### src/rtl/operand_sequencer_pkg.sv
// Shared types for operand_sequencer: FSM states, mode encodings and the per-width LFSR tap table.
// Tap masks are 0-indexed bit positions XORed into the LSB of a shift-left Fibonacci LFSR.
package operand_sequencer_pkg;

  typedef enum logic [1:0] {
    S_IDLE = 2'd0,
    S_RUN  = 2'd1,
    S_DONE = 2'd2
  } state_t;

  localparam logic MODE_COUNTER = 1'b0;
  localparam logic MODE_LFSR    = 1'b1;

  // Maximal-length tap sets for widths 3..16.
  function automatic logic [15:0] lfsr_taps(input int width);
    logic [15:0] taps;
    case (width)
      3:       taps = 16'h0006;
      4:       taps = 16'h000C;
      5:       taps = 16'h0014;
      6:       taps = 16'h0030;
      7:       taps = 16'h0060;
      8:       taps = 16'h00B8;
      9:       taps = 16'h0110;
      10:      taps = 16'h0240;
      11:      taps = 16'h0500;
      12:      taps = 16'h0829;
      13:      taps = 16'h100D;
      14:      taps = 16'h2015;
      15:      taps = 16'h6000;
      16:      taps = 16'hD008;
      default: taps = 16'h0000;
    endcase
    return taps;
  endfunction

endpackage

### src/rtl/opseq_lfsr.sv
// One combinational LFSR step: shift left, feedback from the package tap table into bit 0.
// Zero latency (pure combinational); no flow control of its own.
module opseq_lfsr
  import operand_sequencer_pkg::*;
#(
  parameter int WIDTH = 5
) (
  input  logic [WIDTH-1:0] i_cur,
  output logic [WIDTH-1:0] o_next
);

  localparam logic [15:0] TAPS = lfsr_taps(WIDTH);

  logic [WIDTH-1:0] w_mask;
  logic             w_fb;

  assign w_mask = TAPS[WIDTH-1:0];
  assign w_fb   = ^(i_cur & w_mask);
  assign o_next = {i_cur[WIDTH-2:0], w_fb};

endmodule

### src/rtl/operand_sequencer.sv
// Emits SEQ_LEN (A,B,OP) beats per run; first beat valid the cycle after start, one beat per transfer.
// Operands hold while out_ready=0. LFSR mode exists only with OPERAND_SEQUENCER_LFSR_EN defined.
module operand_sequencer
  import operand_sequencer_pkg::*;
#(
  parameter int WIDTH   = 5,
  parameter int NUM_OPS = 2,
  parameter int SEQ_LEN = 8,
  parameter int A_SEED  = 0,
  parameter int B_SEED  = 2**WIDTH-1,
  localparam int OP_W   = (NUM_OPS > 1) ? $clog2(NUM_OPS) : 1
) (
  input  logic             clk,
  input  logic             reset,
  input  logic             start,
  input  logic             stop,
  input  logic             mode,
  input  logic             out_ready,
  output logic [WIDTH-1:0] A,
  output logic [WIDTH-1:0] B,
  output logic [OP_W-1:0]  OP,
  output logic             out_valid,
  output logic             busy,
  output logic             done
);

  localparam logic [WIDTH-1:0] A_SEED_V = WIDTH'(A_SEED);
  localparam logic [WIDTH-1:0] B_SEED_V = WIDTH'(B_SEED);
  localparam logic [OP_W-1:0]  OP_LAST  = OP_W'(NUM_OPS - 1);
  localparam logic [15:0]      CNT_LAST = 16'(SEQ_LEN - 1);

  state_t           r_state;
  state_t           w_state_nxt;
  logic [WIDTH-1:0] r_a;
  logic [WIDTH-1:0] r_b;
  logic [OP_W-1:0]  r_op;
  logic [15:0]      r_cnt;
  logic [WIDTH-1:0] w_a_step;
  logic [WIDTH-1:0] w_b_step;
  logic [WIDTH-1:0] w_a_load;
  logic [WIDTH-1:0] w_b_load;
  logic             w_xfer;
  logic             w_launch;
  logic             w_last;

  // stop takes priority, so a start in the same cycle does not launch
  assign w_launch = (r_state == S_IDLE) && start && !stop;
  assign w_xfer   = (r_state == S_RUN) && out_ready;
  assign w_last   = (r_cnt == CNT_LAST);

`ifdef OPERAND_SEQUENCER_LFSR_EN
  logic             r_mode;
  logic [WIDTH-1:0] w_a_lfsr;
  logic [WIDTH-1:0] w_b_lfsr;

  opseq_lfsr #(.WIDTH(WIDTH)) u_lfsr_a (.i_cur(r_a), .o_next(w_a_lfsr));
  opseq_lfsr #(.WIDTH(WIDTH)) u_lfsr_b (.i_cur(r_b), .o_next(w_b_lfsr));

  assign w_a_step = (r_mode == MODE_LFSR) ? w_a_lfsr : r_a + 1'b1;
  assign w_b_step = (r_mode == MODE_LFSR) ? w_b_lfsr : r_b - 1'b1;
  // An all-zero LFSR state is a lock-up point, so a zero seed starts at 1.
  assign w_a_load = ((mode == MODE_LFSR) && (A_SEED_V == '0)) ? WIDTH'(1) : A_SEED_V;
  assign w_b_load = ((mode == MODE_LFSR) && (B_SEED_V == '0)) ? WIDTH'(1) : B_SEED_V;

  always_ff @(posedge clk) begin
    if (reset) begin
      r_mode <= MODE_COUNTER;
    end else if (w_launch) begin
      r_mode <= mode;
    end
  end
`else
  logic w_unused_mode;

  assign w_unused_mode = mode;
  assign w_a_step      = r_a + 1'b1;
  assign w_b_step      = r_b - 1'b1;
  assign w_a_load      = A_SEED_V;
  assign w_b_load      = B_SEED_V;
`endif

  always_ff @(posedge clk) begin
    if (reset) begin
      r_state <= S_IDLE;
    end else begin
      r_state <= w_state_nxt;
    end
  end

  always_comb begin
    w_state_nxt = r_state;
    case (r_state)
      S_IDLE: begin
        if (w_launch) w_state_nxt = S_RUN;
      end
      S_RUN: begin
        if (stop) begin
          w_state_nxt = S_IDLE;
        end else if (w_xfer && w_last) begin
          w_state_nxt = S_DONE;
        end
      end
      S_DONE:  w_state_nxt = S_IDLE;
      default: w_state_nxt = S_IDLE;
    endcase
  end

  // A transfer coinciding with stop still advances the operands.
  always_ff @(posedge clk) begin
    if (reset) begin
      r_a   <= '0;
      r_b   <= '0;
      r_op  <= '0;
      r_cnt <= '0;
    end else if (w_launch) begin
      r_a   <= w_a_load;
      r_b   <= w_b_load;
      r_op  <= '0;
      r_cnt <= '0;
    end else if (w_xfer) begin
      r_cnt <= r_cnt + 16'd1;
      if (r_op == OP_LAST) begin
        r_op <= '0;
        r_a  <= w_a_step;
        r_b  <= w_b_step;
      end else begin
        r_op <= r_op + 1'b1;
      end
    end
  end

  assign A         = r_a;
  assign B         = r_b;
  assign OP        = r_op;
  assign out_valid = (r_state == S_RUN);
  assign busy      = (r_state == S_RUN);
  assign done      = (r_state == S_DONE);

endmodule
### config.mk
export PLATFORM = sky130hd
export DESIGN_NAME = operand_sequencer
export DESIGN_NICKNAME = d
export VERILOG_FILES = /design/src/rtl/operand_sequencer_pkg.sv /design/src/rtl/opseq_lfsr.sv /design/src/rtl/operand_sequencer.sv
export SDC_FILE = /design/constraint.sdc
export NUM_CORES = 1
export LEC_CHECK = 0
export CORE_UTILIZATION = 30
export CTS_CLUSTER_DIAMETER = 50
export CTS_CLUSTER_SIZE = 20
export DETAILED_ROUTE_END_ITERATION = 8
export GPL_TIMING_DRIVEN = 0
export PLACE_DENSITY = 0.47
export SYNTH_ARGS = -nofsm -noshare
export SYNTH_HDL_FRONTEND = slang
export SYNTH_SLANG_ARGS = --single-unit
### constraint.sdc
create_clock -name clk -period 1.57 [get_ports clk]
set_input_delay 0.157 -clock clk [delete_from_list [all_inputs] [get_ports clk]]
set_output_delay 0.157 -clock clk [all_outputs]
set_load 0.01 [all_outputs]
==> reports/results.tsv <==
metric	value	unit
status	completed	
Setup Skew	2.96	ps
design area	1770	sq um
final WL	2920	um
Die H	69.6	um
Avg WL per Cell	12.4	um
GR Util All Layers	13.0	%
Synth cell types	41	
largest net degree at the start of global routing	11	
leakage	0.658	nW
Ys Warns	0	
mean post-synth cell area	9.03	sq um
cts hold-fix bufs	0	
io pins	20	
CP Buf/Inv Count	1	
final hold slack	248	ps
placed cell area	1610	sq um
first-pass GRT wire length	4950	um
core box area	4380	sq um
Antenna Cells	0	
Die Area	4850	sq um
CTS buffer count	5	
Antenna Violating Nets Remaining	0	
share of synthesized registers carrying an async set or reset	0	%
CTS root buf	clkbuf_8	
critical path class	reg2reg	
Detailed Place HPWL	2100	um
most common cell in the netlist	dfxtp_1	
Max clock buf depth	2	
clk_lat worst skew	280	ps
Power Density	822	nW/um^2
Design Power	1.45	mW
Max FO, Critical Path	7	
Layout area overhead	28.8	%
worst slew pin tran	435	ps
Final Setup Violations	0	
post-place setup slack	-286	ps
initial antenna violation count	0	
hold path start	reset	
critical path required time	1780	ps
max_slew headroom	70.7	%
top cells by area, synth	dfxtp_1, xor2_1, nor2_1	
Worst EP arrival	1710	ps
Fmax	669	MHz
crit path time final	1500	ps
HP Class	in2reg	
Primary FF master, synth	dfxtp_1	
vias in the first global route	1070	
delay of the slowest critical-path stage	490	ps
crit-path cells	and3_1 -> buf_6 -> nand3_4 -> or4_4 -> a21oi_2	
number of port buffers	17	
Initial Utilization	31.3	%
R2R cell count	5	
1st-pass router iterations	4	
family with the most delay on the worst path	simple AND/OR/NAND/NOR gates	
launching point of the worst reg2reg path	r_cnt[3]$_SDFFE_PP0P_	
drt via density	4.98	
Post-synth EDFFs	0	
final slew viol count	0	
register area share after synthesis	42.3	%
Post-synth top cells	dfxtp_1, nor2_1, xor2_1	
GPL Wtd Cong	0.731	
Cell Area, Synth	1370	sq um
total congestion overflow	0	
clock sinks	29	
R2R Path End	r_cnt[15]$_SDFFE_PP0P_	
Crit. End Element	register	
Mapped Nets	161	
crit path launch type	register	
Die Wd	69.6	um
via count	1176	
Worst-path clk slew	60	ps
H-tree Lvls	2	
final cell count without fillers	236	
Yosys top cell area share	42.3	%
flop-to-flop setup slack	70	ps
final period utilization	95.3	%
Min-Delay Endpoint	B[2]$_SDFFE_PP0P_	
remaining routing DRC violations	0	
cell taking the most area after synthesis	dfxtp_1	
synthesized flop and latch total	29	
Post-Syn Instances	152	
Worst VDD drop	0.361	mV
Slowest-stage cell, CP	or4_4	
Hold Path Depth	2	
share of post-route cells with drive strength above 1	20.1	%
# rows	24	
final worst setup slack	74.5	ps
TritonCTS clock tree	done	
final hold violation count	0	
final net count	192	
1st-iter DRT viols	45	
max_cap viols	0	
dpl cells	221	
==> repair_timing <==
| item | 4_1_cts | 5_1_grt |
|---|---|---|
| endpoints found under the setup margin | 22 | 22 |
| setup buffers | 0 | 7 |
| gates resized for setup | 3 | 18 |
==> report_power, final <==
group          switching, mW  internal, mW
Sequential            0.0138         0.750
Clock                  0.270         0.314
Combinational         0.0506        0.0556
Total                  0.335          1.12
==> stage by stage <==
| step | TNS [ps] | utilization (%) |
|---|---|---|
| after floorplan | 0 | - |
| after global placement | -6350 | 36.7 |
| after detailed placement | -6070 | 36.7 |
| after CTS | -1020 | 38.5 |
| after global routing | -5.16 | 40.3 |
| final | 0 | 40.3 |
==> per-layer routing <==
layer  share of wire, %  wire length [um]  GRT usage (%)  vias to the layer above
li1                   -                 -              -                      600
met1                 50              1460           16.5                      549
met2                 44              1280           20.0                       22
met3                4.1               120           3.78                        5
met4                1.9                55           6.67                        0
met5                  0                 0              0                        -
==> cell usage in the layout (no fill, tap or decap), types with 2 or more instances in the layout <==
cell type / synthesis / layout
dfxtp_1: 29 / 21
nor2_1: 18 / 18
clkdlybuf4s50_1: 0 / 14
buf_4: 3 / 12
xor2_1: 12 / 12
a21oi_1: 9 / 9
dfxtp_2: 0 / 8
nand4_1: 8 / 8
nand2_1: 9 / 8
inv_1: 5 / 5
o21ai_0: 5 / 5
nand3_1: 5 / 5
clkbuf_8: 0 / 5
xnor2_1: 4 / 4
buf_6: 2 / 3
nor4b_1: 3 / 3
and2_1: 3 / 3
or3_1: 3 / 3
ha_1: 3 / 3
clkbuf_1: 0 / 3
and4b_1: 2 / 2
nor4_1: 2 / 2
o31ai_1: 2 / 2
a211oi_1: 2 / 2
dlygate4sd2_1: 0 / 2
==> flip-flops by register name (all words and copies together) (netlist names) <==
| signal | flops |
|---|---|
| B | 5 |
| r_cnt | 16 |
| OP | 1 |
| A | 5 |
| r_state | 2 |
==> worst max-delay path by stage <==
stage                                  startpoint                      to  slack, ps  cells past startpoint
after detailed placement                out_ready  r_cnt[15]$_SDFFE_PP0P_       -290                      6
final                       r_cnt[3]$_SDFFE_PP0P_  r_cnt[15]$_SDFFE_PP0P_         70                      5
after global placement                       stop   r_cnt[5]$_SDFFE_PP0P_       -300                      5
after floorplan           r_state[0]$_SDFFE_PP0P_   r_cnt[0]$_SDFFE_PP0P_        140                      4
after CTS                 r_state[1]$_SDFFE_PP0P_   r_cnt[8]$_SDFFE_PP0P_        -70                      4
after global routing        r_cnt[3]$_SDFFE_PP0P_  r_cnt[15]$_SDFFE_PP0P_         -5                      5
==> cells by family (layout without fill, tap and decap cells) <==
group                      after synthesis  after routing  share of synthesized area, %
AOI/OAI and AO/OA                       20             20                          8.39
xor gates and xnor gates                16             16                          10.2
adders and majority gates                3              3                          2.74
buffers and inverters                   15             47                          6.38
DFF                                     29             29                          42.3
muxes                                    1              1                         0.729
and+or+nand+nor                         68             68                          29.3
==> final cells by class <==
type                    instances  area (sq um)
flip-flops and latches         29           591
repair buffers                 24           223
plain buffers                  10          80.1
multi-input cells             108           711
inverters                       5          18.8
clock buffers                   8          80.1
fillers                       442          2620
well taps                      52          65.1
Power figures use the tool's default switching activity.
